<file path="config.mk">
export PLATFORM = sky130hd
export DESIGN_NAME = mdr_load_seq
export DESIGN_NICKNAME = d
export VERILOG_FILES = /design/src/rtl/mdr_load_seq.sv
export SDC_FILE = /design/constraint.sdc
export NUM_CORES = 1
export LEC_CHECK = 0
export ABC_AREA = 0
export CAP_MARGIN = 30
export CELL_PAD_IN_SITES_DETAIL_PLACEMENT = 1
export CELL_PAD_IN_SITES_GLOBAL_PLACEMENT = 2
export CORE_MARGIN = 8
export CORE_UTILIZATION = 25
export DETAILED_ROUTE_END_ITERATION = 10
export PLACE_DENSITY_LB_ADDON = 0.1
export SYNTH_ARGS = -nofsm -noshare
export SYNTH_HDL_FRONTEND = slang
export SYNTH_SLANG_ARGS = --single-unit
</file>
<file path="constraint.sdc">
create_clock -name clk -period 3.8 [get_ports clk]
set_clock_uncertainty 0.15 [all_clocks]
set_input_delay 0.76 -clock clk [delete_from_list [all_inputs] [get_ports clk]]
set_output_delay 0.76 -clock clk [all_outputs]
set_load 0.01 [all_outputs]
</file>
<file path="src/rtl/mdr_load_seq.sv">
// mdr_load_seq: load sequencer with alignment check, fixed-latency word read
// and a memory data register holding the right-justified byte/halfword/word.
`timescale 1ns/1ps

module mdr_load_seq #(
    parameter int unsigned MEM_LATENCY = 1
) (
    input  logic        clk,
    input  logic        reset,
    input  logic        start,
    input  logic [31:0] addr,
    input  logic [1:0]  load_size_control,
    input  logic [31:0] mem_data_in,
    output logic [31:0] mem_addr,
    output logic        mem_rd,
    output logic [31:0] mdr_out,
    output logic [1:0]  load_size_ctrl_out,
    output logic        busy,
    output logic        done,
    output logic        misalign_exc
);

    localparam int unsigned CNT_W = 4;

    typedef enum logic [1:0] {
        IDLE = 2'd0,
        REQ  = 2'd1,
        WAIT = 2'd2
    } state_t;

    state_t             state;
    logic [CNT_W-1:0]   cnt;
    logic [31:0]        addr_q;
    logic [1:0]         size_q;
    logic               aligned_c;
    logic [31:0]        lane_c;

    // Alignment of the incoming request: lb always ok, lh needs even, lw needs word.
    always_comb begin
        aligned_c = 1'b1;
        if (load_size_control[1]) begin
            aligned_c = 1'b1;
        end else if (load_size_control[0]) begin
            aligned_c = (addr[0] == 1'b0);
        end else begin
            aligned_c = (addr[1:0] == 2'b00);
        end
    end

    // Right-justify the addressed lane; upper bits pass through as shifted.
    always_comb begin
        lane_c = mem_data_in;
        if (size_q[1]) begin
            lane_c = mem_data_in >> {addr_q[1:0], 3'b000};
        end else if (size_q[0]) begin
            lane_c = mem_data_in >> {addr_q[1], 4'b0000};
        end
    end

    // Word-aligned read address, stable from REQ through capture.
    assign mem_addr = {addr_q[31:2], 2'b00};

    // Sequencer FSM with registered strobes and MDR.
    always_ff @(posedge clk or negedge reset) begin
        if (!reset) begin
            state              <= IDLE;
            cnt                <= '0;
            addr_q             <= '0;
            size_q             <= '0;
            mdr_out            <= '0;
            load_size_ctrl_out <= '0;
            mem_rd             <= 1'b0;
            busy               <= 1'b0;
            done               <= 1'b0;
            misalign_exc       <= 1'b0;
        end else begin
            mem_rd       <= 1'b0;
            done         <= 1'b0;
            misalign_exc <= 1'b0;
            case (state)
                IDLE: begin
                    if (start) begin
                        addr_q <= addr;
                        size_q <= load_size_control;
                        if (aligned_c) begin
                            state  <= REQ;
                            mem_rd <= 1'b1;
                            busy   <= 1'b1;
                        end else begin
                            misalign_exc <= 1'b1;
                        end
                    end
                end
                REQ: begin
                    cnt   <= CNT_W'(MEM_LATENCY - 1);
                    state <= WAIT;
                end
                WAIT: begin
                    if (cnt == '0) begin
                        mdr_out            <= lane_c;
                        load_size_ctrl_out <= size_q;
                        done               <= 1'b1;
                        busy               <= 1'b0;
                        state              <= IDLE;
                    end else begin
                        cnt <= cnt - CNT_W'(1);
                    end
                end
                default: begin
                    state <= IDLE;
                    busy  <= 1'b0;
                end
            endcase
        end
    end

endmodule

</file>
Yosys cells after proc, flatten, opt, wreduce, memory -nomap -nowiden

Cells that the tools add are included.

Bits in registers: 78
Bits of input ports: 69
Output and inout bits: 70
Logic and storage cells: 52

Add/subtract/negate cells: 1
Equal/unequal tests: 6
Shifts and indexed selects: 2
Muxes and demuxes: 22
Bitwise logic cells: 2
Reductions and logical operators: 9

Operator list:

| kind                                                                  | count |
|---|---|
| 32-bit two-way mux                                                    | 2 |
| 32-bit by 5-bit >> shifter with 32-bit output                         | 2 |
| 1-bit two-way mux                                                     | 13 |
| 2-bit inequality test, second input constant                          | 4 |
| 4-bit case mux with 2 select lines                                    | 1 |
| 2-bit two-way mux                                                     | 3 |
| 2-bit case mux with 3 select lines                                    | 1 |
| 2-bit AND reduction                                                   | 3 |
| 2-bit logical NOT                                                     | 2 |
| 4-bit logical NOT                                                     | 1 |
| 4-bit two-way mux                                                     | 1 |
| 4-bit AND reduction                                                   | 1 |
| 4-bit by 1-bit subtractor with 4-bit output, second input constant    | 1 |
| 1-bit case mux with 3 select lines                                    | 1 |
| 3-bit AND reduction                                                   | 1 |
| 2-bit by 1-bit equality test with 1-bit output, second input constant | 1 |
| 2-bit equality test, second input constant                            | 1 |
| 1-bit inverter                                                        | 2 |
| 2-bit nonzero test                                                    | 1 |

Logic depth before layout (Yosys ltp)

Gate-level depths: netlist of run 1.

Depth after elaboration: 6
Gate-level depth with buffers: 7
Gate-level depth less buffers: 6

Worst setup path before layout of run 1

Ideal clock, no wire load.

Path kind: input to register
From: in start
To: reg addr_q[10]
Setup time: 125 ps
Arrival time: 1625 ps
Data required time: 3525 ps
Slack: 1900 ps
Stages on the path: 3
Path buffers: 1
Cell sequence: nor3b_4 > buf_6 > mux2_2

Word-level cells in the longest chain between the ends: 1

RTL lines:

| what                                 | RTL line | source |
|---|---|---|
| from (decl)                          | 10       | `input logic start,` |
| 2-bit AND reduction (no source line) | n/a      |  |
| to (signal assigned)                 | 83       | `addr_q <= addr;` |
| to (decl)                            | 33       | `logic [31:0] addr_q;` |

No other way between the ends.
A chain may end at the register's enable or synchronous reset.

Final worst setup path of run 1

From: reg mdr_out[12]
To: out mdr_out[12]

RTL lines:

| what                   | RTL line | source |
|---|---|---|
| from (decl)            | 16       | `output logic [31:0] mdr_out,` |
| from (signal assigned) | 100      | `mdr_out <= lane_c;` |

No word-level cell between the ends.

==> results of run 1 <==
worst max path at each step:
stage                                  from                endpoint  slack, ps  depth (start not counted)
finish              mdr_out[12]$_DFFE_PN0P_             mdr_out[12]       1600                          1
global route             cnt[0]$_DFFE_PN0P_  mdr_out[2]$_DFFE_PN0P_       1440                          7
CTS                 mdr_out[12]$_DFFE_PN0P_             mdr_out[12]       1580                          1
detailed placement                    start  addr_q[27]$_DFFE_PN0P_       1250                          4
global placement                      start   addr_q[9]$_DFFE_PN0P_       1280                          4
floorplan                             start  addr_q[10]$_DFFE_PN0P_       1900                          3
through the flow:
stage	area, µm²	util	std cells	power, mW
4_1_cts	5776	0.3483	692	3.403
3_3_place_gp	5469	0.3298	675	2.526
6_report	5776	0.3483	692	3.331
5_1_grt	5776	0.3483	692	3.553
2_1_floorplan	4247	-	376	1.920
3_5_place_dp	5497	0.3314	676	2.550
layout make-up:
| class | count | area, µm² | share of cell area |
|---|---|---|---|
| clock buffer | 13 | 260.3 | 0.04506 |
| clock inverter | 3 | 18.77 | 0.003250 |
| inverter | 7 | 26.28 | 0.004549 |
| multi-input combinational | 229 | 1819 | 0.3150 |
| sequential | 78 | 1952 | 0.3380 |
| tap | 220 | 275.3 | 0.04766 |
| timing repair buffer | 142 | 1424 | 0.2465 |
power groups by stage:
stage,Combinational [mW],Sequential (mW),Clock (mW)
2_1_floorplan,0.658,1.26,0
3_3_place_gp,1.28,1.25,0
3_5_place_dp,1.30,1.25,0
4_1_cts,1.30,1.24,0.861
5_1_grt,1.38,1.27,0.901
6_report,1.27,1.23,0.829
routing by layer:
metal  vias to the layer above  part of all wire  track usage
li1                       1557                 -            -
met1                      1710              0.46       0.1711
met2                       104              0.47       0.2157
met3                        13             0.055      0.03523
met4                         0             0.013      0.04379
met5                         -                 0            0
state kept, by name, summed over array words and instances (netlist names):
signal              cells
mdr_out                32
state                   2
mem_rd                  1
size_q                  2
addr_q                 32
load_size_ctrl_out      2
misalign_exc            1
cnt                     4
done                    1
busy                    1
cell families after synthesis:
logic type               after synthesis  share of synthesized area
adder cells (fa/ha/maj)                2                   0.005897
AND/OR/NAND/NOR                       55                    0.09525
other                                  1                  0.0008838
flip-flops                            78                     0.4600
multiplexers                          57                     0.1442
AO/OA/AOI/OAI                        113                     0.1817
buffers and inverters                 69                     0.1121
placed cells by master, fill, tap and decap left out, types with 9 or more instances in the layout:
master           count
a21oi_1              9
a31oi_1             19
clkbuf_16            9
clkdlybuf4s50_1    135
dfrtp_1             78
mux2_2              33
mux2i_1             24
o21ai_0             28
==> impl_metrics.env, run 1 <==
export IMPL_via_per_inst=4.890
export IMPL_layout_nets=538
export IMPL_peakVddDrop_v=0.0002236
export IMPL_layout_drive_gt1_share=0.1292
export IMPL_clkLatencyLatePin_ps=330
export IMPL_n_antenna_cell=0
export IMPL_start_util=0.2558
export IMPL_yosys_area_top_type="dfrtp_1"
export IMPL_tns_ps=0
export IMPL_grt_util_all_layers=0.1340
export IMPL_rsz0062_at_grt="no"
export IMPL_yosysWarnings=0
export IMPL_setup_violations=0
export IMPL_yosys_top_cells_area="dfrtp_1 46%, mux2_2 8.8%, buf_4 6.5%"
export IMPL_drv_cap=0
export IMPL_die_height_um=146.3
export IMPL_synth_edf_count=0
export IMPL_reg2reg_to="mdr_out[0]$_DFFE_PN0P_"
export IMPL_cts_made_buffers=9
export IMPL_firstDrtPassIters=4
export IMPL_ys_seq_area_frac=0.4600
export IMPL_nFillCells=1827
export IMPL_cts_hold_buffers=0
export IMPL_cts_resized=0
export IMPL_h_tree_depth=3
export IMPL_slowest_stage="clkdlybuf4s50_1"
export IMPL_pwr_share_seq=0.371
export IMPL_syn_instance_count=375
export IMPL_cts_tree="done"
export IMPL_crit_chain="clkdlybuf4s50_1"
export IMPL_start_kind="register"
export IMPL_pin_count=139
export IMPL_worst_slack_ps=1602
export IMPL_rr_worst_depth=7
export IMPL_die_area_um2=21400
export IMPL_grt_pass1_vias=3717
export IMPL_p_clk_frac=0.249
export IMPL_async_flop_share=1.000
export IMPL_wire_per_inst_um=20.82
export IMPL_period_needed_ps=2198
export IMPL_drtAntennaViolNets=0
export IMPL_grt_pass1_wl_um=22350
export IMPL_ys_ff_latch=78
export IMPL_cts_setup_buffers=0
export IMPL_syn_cell_area_um2=4243
export IMPL_place_ws_ps=1249
export IMPL_relSlewSlack=0.5257
export IMPL_p_leak_nw=2.355
export IMPL_fmax_mhz=455.1
export IMPL_p_sw_frac=0.3219
export IMPL_num_rows=47
export IMPL_root_buffer="clkbuf_16"
export IMPL_hold_viol=0
export IMPL_p_switching_mw=1.072
export IMPL_yosysMostFrequentCell="dfrtp_1"
export IMPL_clock_path_buffers=2
export IMPL_crit_family="buffers and inverters"
export IMPL_hold_class="input pin to async pin"
export IMPL_clk_pin_slew_ps=60
export IMPL_synth_cell_types=46
export IMPL_grt_overflow_total=0
export IMPL_worst_pin_slew_ps=709.8
export IMPL_finalMaxSlewViolations=0
export IMPL_cts_sinks=78
export IMPL_area_delta_synth_final_pct=36.13
export IMPL_hold_worst_slack_ps=160.3
export IMPL_io_buffers=136
export IMPL_antenna_found_initial=0
export IMPL_synth_common_cells="78 x dfrtp_1, 37 x buf_4, 33 x mux2_2, 28 x o21ai_0, 24 x mux2i_1"
export IMPL_syn_avg_cell_area_um2=11.31
export IMPL_path_max_fanout=2
export IMPL_crit_type="register to output port"
export IMPL_grt_max_degree=62
export IMPL_synth_ff_type="dfrtp_1"
export IMPL_internal_power_mw=2.259
export IMPL_required_ps=2890
export IMPL_gp_congestion=0.7324
export IMPL_p_comb_frac=0.381
export IMPL_drc=0
export IMPL_fp_coreArea_um2=16580
export IMPL_path_buf_inv=1
export IMPL_rrSetupSlack_ps=1630
export IMPL_max_stage_delay_ps=560
export IMPL_die_w_um=146.3
export IMPL_vias=3384
export IMPL_drt_initial_drc_count=169
export IMPL_cp_arrival_ps=1290
export IMPL_status="complete, no violations"
export IMPL_power_density_nw_per_um2=576.7
export IMPL_r2r_start="cnt[0]$_DFFE_PN0P_"
export IMPL_period_share=0.5783
export IMPL_totalWireLength_um=14410
export IMPL_synth_top_area_frac=0.4600
export IMPL_worstSetupEndpointType="output port"
export IMPL_hpwl_um=10300
Power figures use the tool's default switching activity.
==> run 2: changes to the inputs <==
==> constraint.sdc (replaced) <==
create_clock -name clk -period 2.22 [get_ports clk]
set_clock_uncertainty 0.15 [all_clocks]
set_input_delay 0.444 -clock clk [delete_from_list [all_inputs] [get_ports clk]]
set_output_delay 0.444 -clock clk [all_outputs]
set_load 0.01 [all_outputs]
==> impl_metrics.env, run 2 (synthesis gave the netlist of run 1 again) <==
export IMPL_status="complete, no violations"
export IMPL_period_needed_ps=1947
export IMPL_p_clk_frac=0.254
export IMPL_cts_tree="done"
export IMPL_cts_setup_buffers=0
export IMPL_cts_sinks=78
export IMPL_wire_per_inst_um=20.29
export IMPL_clock_path_buffers=2
export IMPL_h_tree_depth=3
export IMPL_via_per_inst=4.896
export IMPL_num_rows=47
export IMPL_io_buffers=136
export IMPL_crit_family="simple AND/OR/NAND/NOR gates"
export IMPL_top_regs="addr_q: 32 flops, mdr_out: 32 flops, cnt: 4 flops"
export IMPL_peakVddDrop_v=0.0004170
export IMPL_hpwl_um=10690
export IMPL_required_ps=2330
export IMPL_grt_pass1_wl_um=22730
export IMPL_worst_slack_ps=272.5
export IMPL_drc=0
export IMPL_final_common_cell="clkdlybuf4s50_1"
export IMPL_firstDrtPassIters=4
export IMPL_die_height_um=146.3
export IMPL_rrSetupSlack_ps=270
export IMPL_clkLatencyLatePin_ps=340
export IMPL_area_delta_synth_final_pct=39.25
export IMPL_antenna_found_initial=0
export IMPL_slowest_stage="dfrtp_1"
export IMPL_path_max_fanout=27
export IMPL_fin_util=0.3563
export IMPL_layout_nets=551
export IMPL_clk_pin_slew_ps=60
export IMPL_setup_violations=0
export IMPL_gp_congestion=0.7415
export IMPL_tns_ps=0
export IMPL_power_density_nw_per_um2=990.6
export IMPL_grt_max_degree=36
export IMPL_mostFrequentLayoutCells="135 x clkdlybuf4s50_1, 78 x dfrtp_1, 33 x mux2_2"
export IMPL_p_leak_nw=2.427
export IMPL_hold_depth=1
export IMPL_p_sw_frac=0.3146
export IMPL_p_switching_mw=1.841
export IMPL_start_util=0.2558
export IMPL_fp_coreArea_um2=16580
export IMPL_die_area_um2=21400
export IMPL_drt_initial_drc_count=171
export IMPL_pwr_share_seq=0.360
export IMPL_cp_arrival_ps=2060
export IMPL_crit_chain="inv_1 > ha_1 > nor3b_2 > nand2_4 > clkinv_1 > a31oi_1"
export IMPL_layout_drive_gt1_share=0.1485
export IMPL_crit_type="register to register"
export IMPL_relSlewSlack=0.5020
export IMPL_worstSetupEndpointType="register"
export IMPL_rr_worst_depth=6
export IMPL_grt_pass1_vias=3767
export IMPL_path_depth=6
export IMPL_cts_resized=0
export IMPL_pin_count=139
export IMPL_internal_power_mw=4.011
export IMPL_grt_util_all_layers=0.1362
export IMPL_totalWireLength_um=14300
export IMPL_hold_viol=0
export IMPL_n_antenna_cell=0
export IMPL_nFillCells=1796
export IMPL_rsz0062_at_grt="no"
export IMPL_finalMaxSlewViolations=0
export IMPL_cts_hold_buffers=1
export IMPL_path_buf_inv=2
export IMPL_drtAntennaViolNets=0
export IMPL_root_buffer="clkbuf_16"
export IMPL_period_share=0.8772
export IMPL_vias=3452
export IMPL_max_stage_delay_ps=390
export IMPL_hold_class="register to register"
export IMPL_worst_pin_slew_ps=747.0
export IMPL_start_kind="register"
export IMPL_drv_cap=0
export IMPL_grt_overflow_total=0
export IMPL_p_comb_frac=0.386
export IMPL_cts_made_buffers=9
export IMPL_fmax_mhz=513.5
export IMPL_die_w_um=146.3
export IMPL_place_ws_ps=174.3
run 2: worst paths after layout:
| path | start | to |
|---|---|---|
| max in group asynchronous | reset | addr_q[8]$_DFFE_PN0P_ |
| min reg2reg | addr_q[5]$_DFFE_PN0P_ | addr_q[5]$_DFFE_PN0P_ |
| max reg2reg | cnt[0]$_DFFE_PN0P_ | mdr_out[5]$_DFFE_PN0P_ |
| min | addr_q[5]$_DFFE_PN0P_ | addr_q[5]$_DFFE_PN0P_ |
| max | cnt[0]$_DFFE_PN0P_ | mdr_out[5]$_DFFE_PN0P_ |
| min in group asynchronous | reset | addr_q[23]$_DFFE_PN0P_ |
run 2: power groups by stage:
stage	Sequential, mW	Clock, mW	Combinational, mW
2_1_floorplan	2.16	0	1.13
3_3_place_gp	2.13	0	2.28
3_5_place_dp	2.14	0	2.31
4_1_cts	2.12	1.54	2.31
5_1_grt	2.17	1.61	2.45
6_report	2.11	1.49	2.26
run 2: worst reg2reg max path: stages (launching register included):
cell      delay [ps]
dfrtp_1          390
inv_1             90
ha_1             200
nor3b_2          190
nand2_4          280
clkinv_1         340
a31oi_1          220
run 2: layout make-up:
class / count / area (µm²) / share of cell area
tap: 220 / 275.3 / 0.04659
multi-input combinational: 229 / 1819 / 0.3079
clock inverter: 3 / 43.79 / 0.007412
sequential: 78 / 1952 / 0.3304
inverter: 7 / 26.28 / 0.004447
clock buffer: 13 / 250.2 / 0.04235
timing repair buffer: 155 / 1541 / 0.2609
run 2: through the flow:
step                      hold WS (ps)  instance area, µm²  instances  power (mW)
final                            353.5                5908        705       5.853
after CTS                        359.2                5908        705       5.971
after floorplan                 -1.591                4247        376       3.287
after detailed placement         245.6                5604        688       4.443
after global placement           244.4                5604        688       4.408
after global routing             366.2                5908        705       6.236
run 2: routing by layer:
metal  up-vias  wire [µm]  share of wire  track usage
li1       1586          -              -            -
met5         -          0              0            0
met3        19        799          0.056      0.03739
met4         0        327          0.023      0.05513
met2       114       6672           0.47       0.2153
met1      1733       6501           0.45       0.1724
==> run 3: changes to the inputs <==
--- a/config.mk
+++ b/config.mk
@@ -12,6 +12,7 @@
 export CORE_MARGIN = 8
 export CORE_UTILIZATION = 25
 export DETAILED_ROUTE_END_ITERATION = 10
+export GPL_TIMING_DRIVEN = 0
 export PLACE_DENSITY_LB_ADDON = 0.1
 export SYNTH_ARGS = -nofsm -noshare
 export SYNTH_HDL_FRONTEND = slang
==> impl_metrics.env, run 3 (synthesis gave the netlist of run 1 again) <==
export IMPL_grt_overflow_total=0
export IMPL_path_buf_inv=3
export IMPL_io_buffers=136
export IMPL_final_common_cell="clkdlybuf4s50_1"
export IMPL_hold_class="register to register"
export IMPL_hpwl_um=11490
export IMPL_power_density_nw_per_um2=964.3
export IMPL_grt_pass1_vias=3930
export IMPL_p_switching_mw=1.909
export IMPL_die_height_um=146.3
export IMPL_p_sw_frac=0.3195
export IMPL_crit_type="register to register"
export IMPL_grt_max_degree=64
export IMPL_hold_worst_slack_ps=355.0
export IMPL_drc=0
export IMPL_root_buffer="clkbuf_16"
export IMPL_layout_nets=596
export IMPL_pin_count=139
export IMPL_num_rows=47
export IMPL_max_stage_delay_ps=420
export IMPL_tns_ps=0
export IMPL_wire_per_inst_um=20.41
export IMPL_clk_pin_slew_ps=60
export IMPL_cts_tree="done"
export IMPL_p_leak_nw=2.615
export IMPL_relSlewSlack=0.4973
export IMPL_area_delta_synth_final_pct=46.06
export IMPL_cts_setup_buffers=0
export IMPL_crit_chain="inv_1 > ha_1 > nor3b_2 > buf_6 > nand2_4 > buf_6 > o31ai_1"
export IMPL_pwr_share_seq=0.344
export IMPL_drt_initial_drc_count=191
export IMPL_clkLatencyLatePin_ps=330
export IMPL_cts_made_buffers=9
export IMPL_internal_power_mw=4.067
export IMPL_start_util=0.2558
export IMPL_worstSetupEndpointType="register"
export IMPL_cp_arrival_ps=2100
export IMPL_h_tree_depth=3
export IMPL_path_max_fanout=10
export IMPL_gp_congestion=0.8152
export IMPL_top_regs="addr_q: 32 flops, mdr_out: 32 flops, cnt: 4 flops"
export IMPL_start_kind="register"
export IMPL_layout_drive_gt1_share=0.2075
export IMPL_crit_family="buffers and inverters"
export IMPL_cp_common_cell="buf_6"
export IMPL_hold_depth=2
export IMPL_cts_resized=0
export IMPL_peakVddDrop_v=0.0003890
export IMPL_fp_coreArea_um2=16580
export IMPL_finalMaxSlewViolations=0
export IMPL_drv_cap=0
export IMPL_p_comb_frac=0.421
export IMPL_mostFrequentLayoutCells="135 x clkdlybuf4s50_1, 78 x dfrtp_1, 38 x buf_4"
export IMPL_period_share=0.9081
export IMPL_totalWireLength_um=15310
export IMPL_rsz0062_at_grt="no"
export IMPL_path_depth=7
export IMPL_clock_path_buffers=2
export IMPL_rr_worst_depth=7
export IMPL_cts_hold_buffers=1
export IMPL_antenna_found_initial=0
export IMPL_via_per_inst=4.848
export IMPL_nFillCells=1856
export IMPL_die_area_um2=21400
export IMPL_grt_util_all_layers=0.1428
export IMPL_hold_viol=0
export IMPL_grt_pass1_wl_um=23760
export IMPL_die_w_um=146.3
export IMPL_worst_pin_slew_ps=749.0
export IMPL_vias=3636
export IMPL_setup_violations=0
export IMPL_p_clk_frac=0.235
export IMPL_fmax_mhz=496.1
export IMPL_n_antenna_cell=0
export IMPL_period_needed_ps=2016
export IMPL_cts_sinks=78
export IMPL_firstDrtPassIters=4
export IMPL_slowest_stage="dfrtp_1"
export IMPL_drtAntennaViolNets=0
export IMPL_status="complete, no violations"
export IMPL_required_ps=2300
==> run 3: cell count changes in the layout (fill, tap and decap cells not counted) <==
cell | before | now
buf_4 | 16 | 38
buf_6 | 0 | 9
buf_2 | 0 | 8
clkbuf_1 | 3 | 9
buf_12 | 3 | 0
buf_1 | 0 | 1
buf_16 | 0 | 1
bufinv_16 | 1 | 0
clkbuf_8 | 1 | 2
clkinv_2 | 1 | 2
==> run 3: layout make-up <==
type	count	area [µm²]	share of cell area
clock buffers	13	260.3	0.04199
flip-flops and latches	78	1952	0.3150
clock inverters	3	18.77	0.003028
well taps	220	275.3	0.04442
inverters	7	26.28	0.004240
multi-input cells	229	1819	0.2936
plain buffers	62	449.2	0.07248
repair buffers	138	1396	0.2253
==> run 3: worst reg2reg max path, cell delays in order, from the launching register on <==
cell,delay [ps]
dfrtp_1,420
inv_1,120
ha_1,190
nor3b_2,280
buf_6,210
nand2_4,120
buf_6,170
o31ai_1,270
==> run 3: path summary, 6_finish.rpt <==
path / startpoint / end / slack [ps]
worst max-delay path: cnt[0]$_DFFE_PN0P_ / mdr_out[10]$_DFFE_PN0P_ / 200
worst min-delay path: mdr_out[20]$_DFFE_PN0P_ / mdr_out[20]$_DFFE_PN0P_ / 350
worst max register to register: cnt[0]$_DFFE_PN0P_ / mdr_out[10]$_DFFE_PN0P_ / 200
worst min register to register: mdr_out[20]$_DFFE_PN0P_ / mdr_out[20]$_DFFE_PN0P_ / 350
max in group asynchronous: reset / addr_q[7]$_DFFE_PN0P_ / 950
min in group asynchronous: reset / addr_q[25]$_DFFE_PN0P_ / 370
==> run 3: power by group through the flow <==
| stage | Combinational, mW | Sequential [mW] | Clock [mW] |
|---|---|---|---|
| floorplan | 1.13 | 2.16 | 0 |
| global placement | 2.53 | 2.07 | 0 |
| detailed placement | 2.55 | 2.09 | 0 |
| CTS | 2.56 | 2.07 | 1.47 |
| global route | 2.72 | 2.11 | 1.53 |
| finish | 2.51 | 2.06 | 1.40 |
==> run 3: layer usage <==
metal / share of wire / wire length, µm / vias up / GRT usage
li1: - / - / 1682 / -
met3: 0.048 / 729 / 16 / 0.03399
met1: 0.46 / 7101 / 1835 / 0.1873
met5: 0 / 0 / - / 0
met4: 0.016 / 250 / 0 / 0.05307
met2: 0.47 / 7224 / 103 / 0.2236
==> run 3: metrics by stage <==
step                      area, µm²  power (mW)  cells  worst slack (ps)  utilization
after global placement         5883       4.599    732             -2625       0.3548
after detailed placement       5908       4.645    733            -158.6       0.3563
after floorplan                4247       3.287    376             544.7            -
final                          6197       5.976    750             204.1       0.3737
after global routing           6197       6.357    750             49.21       0.3737
after CTS                      6197       6.098    750             148.7       0.3737
